--- src/rtl/rx_frame_sync_pkg.sv ---
// Shared definitions for the frame sync receiver and the matching Tx framer:
// FSM state encoding, default sync word and a 16-bit popcount.
package rx_frame_sync_pkg;

  typedef enum logic [1:0] {
    ST_HUNT    = 2'd0,
    ST_PAYLOAD = 2'd1,
    ST_VERIFY  = 2'd2
  } sync_state_t;

  localparam logic [15:0] DEFAULT_SYNC_WORD = 16'h1ACF;

  function automatic logic [4:0] popcount16(input logic [15:0] v);
    logic [4:0] n;
    n = '0;
    for (int i = 0; i < 16; i++) n = n + 5'(v[i]);
    return n;
  endfunction

endpackage

--- src/rtl/sync_correlator.sv ---
// Combinational sync-word correlator: Hamming distance of the window to the
// sync word and to its complement, with threshold matches.
module sync_correlator
  import rx_frame_sync_pkg::*;
#(
  parameter logic [15:0] SYNC_WORD = DEFAULT_SYNC_WORD,
  parameter int          MAX_ERR   = 1
) (
  input  logic [15:0] i_win,
  output logic [4:0]  o_d,
  output logic [4:0]  o_di,
  output logic        o_match,
  output logic        o_match_inv
);

  localparam logic [4:0] MAX_ERR_D = 5'(MAX_ERR);

  assign o_d         = popcount16(i_win ^ SYNC_WORD);
  assign o_di        = popcount16(i_win ^ ~SYNC_WORD);
  assign o_match     = (o_d <= MAX_ERR_D);
  assign o_match_inv = (o_di <= MAX_ERR_D);

endmodule

--- src/rtl/rx_frame_sync.sv ---
// Frame synchroniser: hunts for the sync word in either polarity, then packs
// each frame's payload into bytes and flywheels through missed sync checks.
module rx_frame_sync
  import rx_frame_sync_pkg::*;
#(
  parameter logic [15:0] SYNC_WORD   = DEFAULT_SYNC_WORD,
  parameter int          FRAME_BYTES = 16,
  parameter int          MAX_ERR     = 1,
  parameter int          MISS_LIMIT  = 3
) (
  input  logic        clk_16M384,
  input  logic        rst_16M384,
  input  logic        Rx_1bit,
  input  logic        Rx_valid,
  output logic [7:0]  data_tdata,
  output logic        data_tvalid,
  output logic        data_tuser,
  output logic        data_tlast,
  output logic        locked,
  output logic        inverted,
  output logic [15:0] frame_cnt
);

  localparam logic [10:0] LAST_BIT  = 11'(FRAME_BYTES * 8 - 1);
  localparam logic [4:0]  MAX_ERR_D = 5'(MAX_ERR);
  localparam logic [3:0]  MISS_LIM  = 4'(MISS_LIMIT);

  sync_state_t r_state;
  // Only 15 bits of history are stored; the 16th window bit is the incoming one.
  logic [14:0] r_win;
  logic [10:0] r_bit_cnt;
  logic [3:0]  r_miss;
  logic [7:0]  r_byte;
  logic [7:0]  r_tdata;
  logic        r_tvalid;
  logic        r_tuser;
  logic        r_tlast;
  logic        r_locked;
  logic        r_inverted;
  logic [15:0] r_frame_cnt;

  logic [15:0] w_win_next;
  logic [4:0]  w_d;
  logic [4:0]  w_di;
  logic        w_match;
  logic        w_match_inv;
  logic [7:0]  w_byte_next;
  logic [3:0]  w_miss_next;
  logic        w_verify_ok;

  assign w_win_next  = {r_win, Rx_1bit};
  assign w_byte_next = {r_byte[6:0], Rx_1bit ^ r_inverted};
  assign w_miss_next = r_miss + 4'd1;
  // Once locked, only the established polarity counts as a good sync.
  assign w_verify_ok = r_inverted ? (w_di <= MAX_ERR_D) : (w_d <= MAX_ERR_D);

  sync_correlator #(
    .SYNC_WORD (SYNC_WORD),
    .MAX_ERR   (MAX_ERR)
  ) u_corr (
    .i_win       (w_win_next),
    .o_d         (w_d),
    .o_di        (w_di),
    .o_match     (w_match),
    .o_match_inv (w_match_inv)
  );

  // NOTE: sequential state uses non-blocking assignments so every register
  // samples pre-edge values regardless of statement order.
  always_ff @(posedge clk_16M384) begin
    if (rst_16M384) begin
      r_state     <= ST_HUNT;
      r_win       <= '0;
      r_bit_cnt   <= '0;
      r_miss      <= '0;
      r_byte      <= '0;
      r_tdata     <= '0;
      r_tvalid    <= 1'b0;
      r_tuser     <= 1'b0;
      r_tlast     <= 1'b0;
      r_locked    <= 1'b0;
      r_inverted  <= 1'b0;
      r_frame_cnt <= '0;
    end else begin
      r_tvalid <= 1'b0;
      if (Rx_valid) begin
        r_win <= w_win_next[14:0];
        unique case (r_state)
          ST_HUNT: begin
            r_locked  <= 1'b0;
            r_miss    <= '0;
            r_bit_cnt <= '0;
            if (w_match) begin
              r_inverted <= 1'b0;
              r_state    <= ST_PAYLOAD;
            end else if (w_match_inv) begin
              r_inverted <= 1'b1;
              r_state    <= ST_PAYLOAD;
            end
          end

          ST_PAYLOAD: begin
            r_byte <= w_byte_next;
            if (r_bit_cnt[2:0] == 3'd7) begin
              r_tvalid <= 1'b1;
              r_tdata  <= w_byte_next;
              r_tuser  <= (r_bit_cnt == 11'd7);
              r_tlast  <= (r_bit_cnt == LAST_BIT);
            end
            if (r_bit_cnt == LAST_BIT) begin
              r_frame_cnt <= r_frame_cnt + 16'd1;
              r_bit_cnt   <= '0;
              r_state     <= ST_VERIFY;
            end else begin
              r_bit_cnt <= r_bit_cnt + 11'd1;
            end
          end

          ST_VERIFY: begin
            if (r_bit_cnt == 11'd15) begin
              r_bit_cnt <= '0;
              if (w_verify_ok) begin
                r_locked <= 1'b1;
                r_miss   <= '0;
                r_state  <= ST_PAYLOAD;
              end else if (w_miss_next == MISS_LIM) begin
                r_locked   <= 1'b0;
                r_inverted <= 1'b0;
                r_miss     <= '0;
                r_state    <= ST_HUNT;
              end else begin
                r_miss  <= w_miss_next;
                r_state <= ST_PAYLOAD;
              end
            end else begin
              r_bit_cnt <= r_bit_cnt + 11'd1;
            end
          end

          default: r_state <= ST_HUNT;
        endcase
      end
    end
  end

  assign data_tdata  = r_tdata;
  assign data_tvalid = r_tvalid;
  assign data_tuser  = r_tuser;
  assign data_tlast  = r_tlast;
  assign locked      = r_locked;
  assign inverted    = r_inverted;
  assign frame_cnt   = r_frame_cnt;

endmodule

--- config.mk ---
export PLATFORM = sky130hd
export DESIGN_NAME = rx_frame_sync
export DESIGN_NICKNAME = d
export VERILOG_FILES = /design/src/rtl/rx_frame_sync_pkg.sv /design/src/rtl/sync_correlator.sv /design/src/rtl/rx_frame_sync.sv
export SDC_FILE = /design/constraint.sdc
export NUM_CORES = 1
export LEC_CHECK = 0
export ABC_AREA = 1
export BUFFER_PORTS_ARGS = -buffer_cell sky130_fd_sc_hd__buf_2
export CAP_MARGIN = 20
export CORE_ASPECT_RATIO = 1.5
export CORE_MARGIN = 2
export CORE_UTILIZATION = 60
export DETAILED_ROUTE_END_ITERATION = 8
export MAX_ROUTING_LAYER = met4
export PLACE_DENSITY = 0.8
export SETUP_SLACK_MARGIN = 0.3
export SLEW_MARGIN = 5
export SYNTH_ARGS = -nofsm -noshare
export SYNTH_HDL_FRONTEND = slang
export SYNTH_SLANG_ARGS = --single-unit
--- constraint.sdc ---
create_clock -name clk_16M384 -period 7.7 [get_ports clk_16M384]
set_clock_uncertainty 0.2 [all_clocks]
set_input_delay 1.925 -clock clk_16M384 [delete_from_list [all_inputs] [get_ports clk_16M384]]
set_output_delay 1.925 -clock clk_16M384 [all_outputs]
set_load 0.02 [all_outputs]
==> flow_metrics.tcl, run 1 <==
set metrics [dict create \
    status "complete, no violations" \
    fin_util_pct 68.7 \
    htree_num_levels 3 \
    clk_path_buf_depth 2 \
    fillers 565 \
    crit_path_top_delay_cell "fa_1" \
    num_vias 3528 \
    avgSynthCellArea_um2 7.43 \
    synth.distinct_cells 43 \
    ctsRootBufferMaster "clkbuf_8" \
    hold_path_startpoint "data_tdata[7]" \
    synthCells 542 \
    area_growth_syn_to_layout_pct 10.6 \
    drc 0 \
    initial_core_util_pct 62.1 \
    endpoint_kind "register" \
    final_cell_mix "96 x nand2_1, 93 x inv_1, 68 x dfxtp_1, 49 x nor2_1, 47 x a21oi_1" \
    total_leakage_power_nw 2.00 \
    synth_top_family_by_area "simple AND/OR/NAND/NOR gates" \
    synth_compound_area_share_pct 12.5 \
    die_h_um 104 \
    path_cells "buf_2 -> inv_1 -> ha_1 -> inv_1 -> fa_1 -> inv_1 -> fa_1 -> fa_1 -> inv_1 -> fa_1 -> fa_1 -> inv_1 -> fa_1 -> nor2_1 -> nand2_1 -> nor2_1 -> nand2_1 -> nand3_1 -> nand3_1 -> o21ai_0 -> nor2_1" \
    r2r-start "r_win[0]" \
    clkSinkCount 68 \
    r2r_slack_ns 2.75 \
    post_cts_resized 0 \
    wl_per_cell_um 13.5 \
    peakVddDrop_uv 175 \
    critical_path_buf_inv_count 6 \
    wl_mm 8.83 \
    first_iter_violations 116 \
    port_buffers 32 \
    overflow 0 \
    grt_pass1_wl_mm 15.0 \
    numCtsBuffers 9 \
    r2r_cells 20 \
    finalMaxSlewViolations 0 \
    tightest_slew_ns 1.02 \
    cts_tree "yes" \
    drtPass1Iterations 4 \
    ioPinCount 33 \
    crit_top_cell "fa_1" \
    drive_gt1_share_pct 12.3 \
    setup-tns-final_ns 0 \
    synth-xor-area-share_pct 1.96 \
    crit_type "in2reg" \
    antenna_cells 0 \
    rsz0062_at_grt "no" \
    ys_seq_area_share_pct 33.8 \
    synth.area.mux_share_pct 0 \
    cp.arrival_ns 6.29 \
    row_count 36 \
    final_common_cell "nand2_1" \
    relSlewSlack_pct 31.5 \
    first_global_vias 3471 \
    antenna_found_initial 0 \
    min_delay_path_depth 2 \
    gp_congestion 0.914 \
    ant_nets 0 \
    power_density_nw_per_um2 243 \
    clock_latency_ns 0.35 \
    cts_hold_buf 0 \
    async_reset_ff_share_pct 0 \
    yosys.area_share.simple_pct 25.2 \
    grtUsageTotal_pct 26.1 \
    syn_area_um2 4030 \
    synthFlopType "dfxtp_1" \
    die-area_um2 7400 \
    startpoint_type "input port" \
    syn_nets 585 \
    reg2reg_to "r_state[1]" \
    max_freq_ghz 0.160 \
    cts.clk_slew.worst_paths_ns 0.07 \
    critPathTopFamily "adder cells" \
    grt_start_max_net_pins 38 \
    crit_required_ns 7.73 \
    die_w_um 70.9 \
    worst-path-max-fanout 3 \
    dpl.hpwl_mm 6.64 \
    synth_edf_count 0 \
    core-area_um2 6490 \
    hold_violations 0 \
    synthAdderAreaFrac_pct 15.8 \
    fin_crit_sh_pct 81.3 \
    cts_setup_buffers 0 \
    finalCriticalPeriod_ns 6.26 \
    ys_seq_elements 68 \
    setup_viol 0 \
    hold_class "reg2reg" \
    vias_per_cell 5.40 \
    hold_end "data_tdata[7]" \
    drv_cap 0 \
    max_stage_delay_ns 0.53 \
    synth_warnings 0 \
    fin_nets 616 \
]
[synth_stat cells, types with 2 or more instances]
cell type | number | area, um2
nand2_1 | 96 | 360
inv_1 | 93 | 349
dfxtp_1 | 68 | 1360
nor2_1 | 49 | 184
a21oi_1 | 47 | 235
o21ai_0 | 36 | 180
nand3_1 | 34 | 170
fa_1 | 20 | 400
ha_1 | 19 | 238
nor3_1 | 12 | 60.1
clkbuf_1 | 8 | 30.0
xor2_1 | 7 | 61.3
nand4_1 | 6 | 37.5
inv_2 | 5 | 18.8
a211oi_1 | 4 | 30.0
buf_2 | 3 | 15.0
nand2_2 | 3 | 18.8
nor2_4 | 3 | 33.8
a31oi_1 | 2 | 12.5
nand2_4 | 2 | 22.5
nor2_2 | 2 | 12.5
xnor2_1 | 2 | 17.5
[worst reg2reg max path, stage by stage, from the launching register on]
cell	delay (ns)
dfxtp_1	0.36
inv_1	0.08
ha_1	0.27
inv_1	0.06
fa_1	0.48
inv_1	0.06
fa_1	0.48
fa_1	0.53
inv_1	0.06
fa_1	0.46
fa_1	0.38
inv_1	0.11
fa_1	0.42
nor2_1	0.10
nand2_1	0.06
nor2_1	0.12
nand2_1	0.10
nand3_1	0.09
nand3_1	0.12
o21ai_0	0.23
nor2_1	0.06
[worst max path at each step]
stage	startpoint	to	slack (ns)	cells after the start
finish	Rx_1bit	r_state[1]	1.44	21
floorplan	Rx_1bit	locked	1.56	20
global route	Rx_1bit	inverted	1.19	23
CTS	Rx_1bit	r_state[1]	1.45	21
detailed placement	Rx_1bit	r_state[1]	1.10	21
global placement	Rx_1bit	locked	1.25	21
[registers in the layout, indices dropped and copies added, names as in the netlist, 2 cells and up]
name / count
data_tdata: 8
frame_cnt: 16
r_bit_cnt: 11
r_byte: 7
r_miss: 4
r_state: 2
r_win: 15
[per-stage QoR]
| step | power, W | std cells | cell area [um2] | setup slack, ns | hold slack [ns] |
|---|---|---|---|---|---|
| 2_1_floorplan | 0.000673 | 542 | 4030 | 1.56 | 0.240 |
| 3_3_place_gp | 0.000731 | 638 | 4230 | 1.25 | 0.251 |
| 3_5_place_dp | 0.000755 | 638 | 4230 | 1.10 | 0.255 |
| 4_1_cts | 0.00109 | 653 | 4450 | 1.45 | 0.266 |
| 5_1_grt | 0.00115 | 653 | 4450 | 1.19 | 0.297 |
| 6_report | 0.00108 | 653 | 4450 | 1.44 | 0.261 |
[report_power, final]
part / leakage, nW / internal, W / switching (W)
Clock: 0.111 / 0.000198 / 0.000134
Sequential: 0.552 / 0.000373 / 0.0000177
Combinational: 1.34 / 0.000128 / 0.000230
[layer usage]
metal	wire [um]	vias to the layer above	GRT usage [%]
li1	-	1779	-
met1	3480	1651	26.4
met2	4820	75	46.0
met3	253	23	5.23
met4	276	0	14.2
met5	0	-	-
[area by class of cell]
type	count	area, um2	share of cell area [%]
clock inverters	4	72.6	1.63
inverters	100	377	8.46
flip-flops and latches	68	1360	30.6
well taps	76	95.1	2.14
repair buffers	32	160	3.60
multi-input cells	362	2240	50.2
clock buffers	11	151	3.40
[logic make-up (layout without fill, tap and decap cells)]
| logic type | Yosys count | after routing |
|---|---|---|
| simple gates | 219 | 219 |
| xor+xnor | 9 | 9 |
| fa+ha+maj | 39 | 39 |
| compound gates | 95 | 95 |
| flops | 68 | 68 |
| buf+inv | 112 | 147 |
(Power assumes the default switching activity.)
==> run 2, diff against run 1 <==
Settings changed: CORE_UTILIZATION 60 to 54, PLACE_DENSITY 0.8 to 0.76.
Clock period 7.7 ns to 5.65 ns, I/O delays scaled along.
==> flow_metrics.tcl, run 2 (same netlist as run 1, synthesis figures left out) <==
set metrics [dict create \
    status "complete, no violations" \
    clkSinkCount 68 \
    swShare_pct 36.3 \
    max_freq_ghz 0.182 \
    hold_end "data_tdata[7]" \
    finalCriticalPeriod_ns 5.49 \
    netSwitchingPower_w 0.000560 \
    first_iter_violations 115 \
    cts_hold_buf 0 \
    crit_required_ns 5.66 \
    htree_num_levels 3 \
    row_count 38 \
    internal_power_w 0.000983 \
    r2r_slack_ns 0.83 \
    cts_tree "yes" \
    hold_path_startpoint "data_tdata[7]" \
    r2r-start "r_win[0]" \
    antenna_found_initial 0 \
    combPwrFrac_pct 36.8 \
    wl_mm 8.91 \
    grt_pass1_wl_mm 15.2 \
    gp_congestion 0.936 \
    hold_class "reg2reg" \
    rsz0062_at_grt "yes" \
    core-area_um2 7230 \
    drc 0 \
    drtPass1Iterations 4 \
    grt_start_max_net_pins 38 \
    ant_nets 0 \
    clkPwrFrac_pct 28.7 \
    endpoint_kind "register" \
    hold_violations 0 \
    die_h_um 110 \
    tightest_slew_ns 1.01 \
    die_w_um 74.5 \
    grtUsageTotal_pct 24.9 \
    area_growth_syn_to_layout_pct 14.7 \
    numCtsBuffers 9 \
    finalMaxSlewViolations 0 \
    power_density_nw_per_um2 334 \
    reg2reg_to "locked" \
    port_buffers 32 \
    p_total_w 0.00154 \
    wl_per_cell_um 13.0 \
    peakVddDrop_uv 193 \
    cp-startpoint "Rx_1bit" \
    fin_nets 622 \
    die-area_um2 8180 \
    final_common_cell "nand2_1" \
    total_leakage_power_nw 2.03 \
    clk_path_buf_depth 2 \
    dpl.hpwl_mm 6.58 \
    min_delay_path_depth 2 \
    final_cell_mix "91 x nand2_1, 87 x inv_1, 68 x dfxtp_1, 46 x nor2_1, 44 x a21oi_1" \
    r2r_cells 20 \
    fin_crit_sh_pct 97.2 \
    vias_per_cell 5.15 \
    worst-path-max-fanout 3 \
    p_seq_share_pct 34.5 \
    drive_gt1_share_pct 17.0 \
    ctsRootBufferMaster "clkbuf_8" \
    cp.arrival_ns 5.51 \
    crit_type "in2reg" \
    overflow 0 \
    setup_viol 0 \
    cts.clk_slew.worst_paths_ns 0.08 \
    num_vias 3520 \
    clock_latency_ns 0.35 \
    initial_core_util_pct 55.7 \
    drv_cap 0 \
    antenna_cells 0 \
    relSlewSlack_pct 32.0 \
    startpoint_type "input port" \
    ioPinCount 33 \
    largest_reg_flops 16 \
    first_global_vias 3466 \
    setup-tns-final_ns 0 \
]
[run 2: cell count changes in the layout (fill, tap and decap cells not counted), sizes merged]
| cell | before | now |
|---|---|---|
| buf | 32 | 38 |
| clkbuf | 11 | 12 |
[run 2: how the worst max path moves through the flow]
stage	end	slack, ns
after floorplan	inverted	0.18
after global placement	inverted	-0.17
after detailed placement	inverted	-0.28
after CTS	inverted	0.18
after global routing	r_state[0]	-0.04
final	locked	0.16
[run 2: metrics by stage]
stage	util [%]	setup WS, ns	instance area [um2]	hold WS [ns]	cells
finish	63.9	0.159	4620	0.264	684
global route	63.9	-0.0422	4620	0.290	684
CTS	63.4	0.178	4580	0.268	681
detailed placement	59.6	-0.280	4310	0.256	664
global placement	59.6	-0.174	4310	0.252	664
floorplan	-	0.180	4060	0.240	542
[run 2: timing repair]
item	CTS	global route
endpoints found under the setup margin	8	8
setup buffers	1	3
resized for setup	13	6
pin swaps	12	4
endpoints found under the hold margin	0	0
[run 2: final cells by class]
type	count	area (um2)
fill	655	2610
multi-input combinational	362	2300
sequential	68	1360
inverter	100	389
timing repair buffer	38	220
clock buffer	12	145
tap	100	125
clock inverter	4	72.6
[run 2: power groups by stage]
stage                     sequential, W  combinational [W]  clock (W)
final                          0.000532           0.000569   0.000443
after global routing           0.000535           0.000662   0.000472
after CTS                      0.000531           0.000527   0.000454
after detailed placement       0.000541           0.000488          0
after global placement         0.000540           0.000467          0
after floorplan                0.000538           0.000388          0
[run 2: layer usage]
metal	track usage, %	vias up	wire (um)
li1	-	1793	-
met1	26.1	1656	3590
met2	44.1	52	4820
met3	5.68	19	275
met4	10.1	0	228
met5	-	-	0
[run 2: worst max-delay path, cell delays in order]
cell and delay, ns:
buf_12 0.09, inv_12 0.03, ha_4 0.24, inv_2 0.04, fa_1 0.49, inv_1 0.05
fa_1 0.45, fa_1 0.52, inv_1 0.05, fa_1 0.46, fa_2 0.35, inv_2 0.07
fa_1 0.40, nor2_1 0.10, nand2_1 0.05, nor2_1 0.12, nand3_1 0.14, nand2_2 0.14
nor2_4 0.05, o21ai_1 0.16, a21oi_1 0.08
==> run 3, diff against run 2 <==
==> constraint.sdc (replaced) <==
create_clock -name clk_16M384 -period 5.65 [get_ports clk_16M384]
set_clock_uncertainty 0.2 [all_clocks]
set_input_delay 0.2825 -clock clk_16M384 [delete_from_list [all_inputs] [get_ports clk_16M384]]
set_output_delay 0.2825 -clock clk_16M384 [all_outputs]
set_load 0.02 [all_outputs]
==> flow_metrics.tcl, run 3 (same netlist as run 1, synthesis figures left out) <==
set metrics [dict create \
    crit_required_ns 5.66 \
    die_h_um 110 \
    p_total_w 0.00145 \
    hold_violations 0 \
    grt_start_max_net_pins 38 \
    max_stage_delay_ns 0.52 \
    dp.cells 662 \
    num_vias 3494 \
    fin_crit_sh_pct 86.9 \
    htree_num_levels 3 \
    cts_hold_buf 0 \
    finalMaxSlewViolations 0 \
    critical_path_buf_inv_count 5 \
    port_buffers 32 \
    grt_pass1_wl_mm 14.6 \
    antenna_cells 0 \
    clk_path_buf_depth 2 \
    drc 0 \
    clock_latency_ns 0.35 \
    ant_nets 0 \
    finalCriticalPeriod_ns 4.91 \
    numCtsBuffers 9 \
    endpoint_kind "register" \
    final_cell_mix "96 x nand2_1, 93 x inv_1, 68 x dfxtp_1, 49 x nor2_1, 47 x a21oi_1" \
    worst-path-max-fanout 3 \
    antenna_found_initial 0 \
    row_count 38 \
    die-area_um2 8180 \
    critPathTopFamily "adder cells" \
    post_cts_resized 0 \
    overflow 0 \
    power_density_nw_per_um2 324 \
    crit_path_top_delay_cell "fa_1" \
    ioPinCount 33 \
    crit_type "reg2reg" \
    setup_viol 0 \
    core-area_um2 7230 \
    instances_no_fill 678 \
    drtPass1Iterations 4 \
    drive_gt1_share_pct 12.1 \
    area_growth_syn_to_layout_pct 11.2 \
    tightest_slew_ns 1.03 \
    path_cells "inv_1 -> ha_1 -> inv_1 -> fa_1 -> inv_1 -> fa_1 -> fa_1 -> inv_1 -> fa_1 -> fa_1 -> inv_1 -> fa_1 -> nor2_1 -> nand2_1 -> nor2_1 -> nand3_1 -> nand2_1 -> nor2_1 -> o21ai_0 -> a21oi_1" \
    total_leakage_power_nw 2.00 \
    fin_nets 616 \
    first_iter_violations 154 \
    largest_reg_flops 16 \
    crit_top_cell "fa_1" \
    setup-tns-final_ns 0 \
    wl_mm 8.69 \
    rsz0062_at_grt "no" \
    startpoint_type "register" \
    hold_class "in2reg" \
    final_common_cell "nand2_1" \
    cts.clk_slew.worst_paths_ns 0.07 \
    ctsRootBufferMaster "clkbuf_8" \
    gp_congestion 0.893 \
    die_w_um 74.5 \
    drv_cap 0 \
    initial_core_util_pct 55.7 \
    cp.arrival_ns 4.92 \
    clkSinkCount 68 \
    cts_tree "yes" \
    peakVddDrop_uv 179 \
    relSlewSlack_pct 30.6 \
    wl_per_cell_um 12.8 \
    max_freq_ghz 0.204 \
    dpl.hpwl_mm 6.46 \
    status "complete, no violations" \
    grtUsageTotal_pct 24.0 \
    vias_per_cell 5.15 \
    first_global_vias 3276 \
    cts_setup_buffers 0 \
]
-- run 3: tightest hold or removal path, cell delays in order --
cell	delay, ns
buf_2	0.12
inv_1	0.07
a21oi_1	0.06
-- run 3: per-layer routing --
layer	share of wire [%]	GRT usage [%]	up-vias
met5	0	-	-
met2	53	41.2	77
met4	3.3	12.8	0
li1	-	-	1784
met3	3.5	3.57	20
met1	40	26.3	1613
-- run 3: area by class of cell --
cell class	count	area (um2)
fillers	672	2750
multi-input cells	362	2240
flip-flops and latches	68	1360
inverters	100	377
repair buffers	32	160
clock buffers	12	145
well taps	100	125
clock inverters	4	72.6
-- run 3: path summary, 6_finish.rpt --
| kind | start | endpoint | slack [ns] | depth (start not counted) |
|---|---|---|---|---|
| min reg2reg | r_byte[6] | data_tdata[7] | 0.27 | 2 |
| max | r_win[0] | locked | 0.74 | 20 |
| max reg2reg | r_win[0] | locked | 0.74 | 20 |
| min | Rx_1bit | r_win[0] | 0.03 | 3 |
-- run 3: through the flow --
step                      utilization, %  hold WS [ns]  instance area (um2)  setup slack [ns]
after floorplan                        -         0.166                 4030              1.10
after global placement              58.9         0.254                 4260             0.827
after detailed placement            58.9         0.258                 4260             0.736
after CTS                           61.9        0.0104                 4480             0.763
after global routing                61.9        0.0360                 4480             0.399
final                               61.9        0.0305                 4480             0.740
-- run 3: where the power goes --
part / total [W] / internal (W) / switching [W]
Combinational: 0.000474 / 0.000171 / 0.000303
Sequential: 0.000530 / 0.000508 / 0.0000227
Clock: 0.000445 / 0.000260 / 0.000185
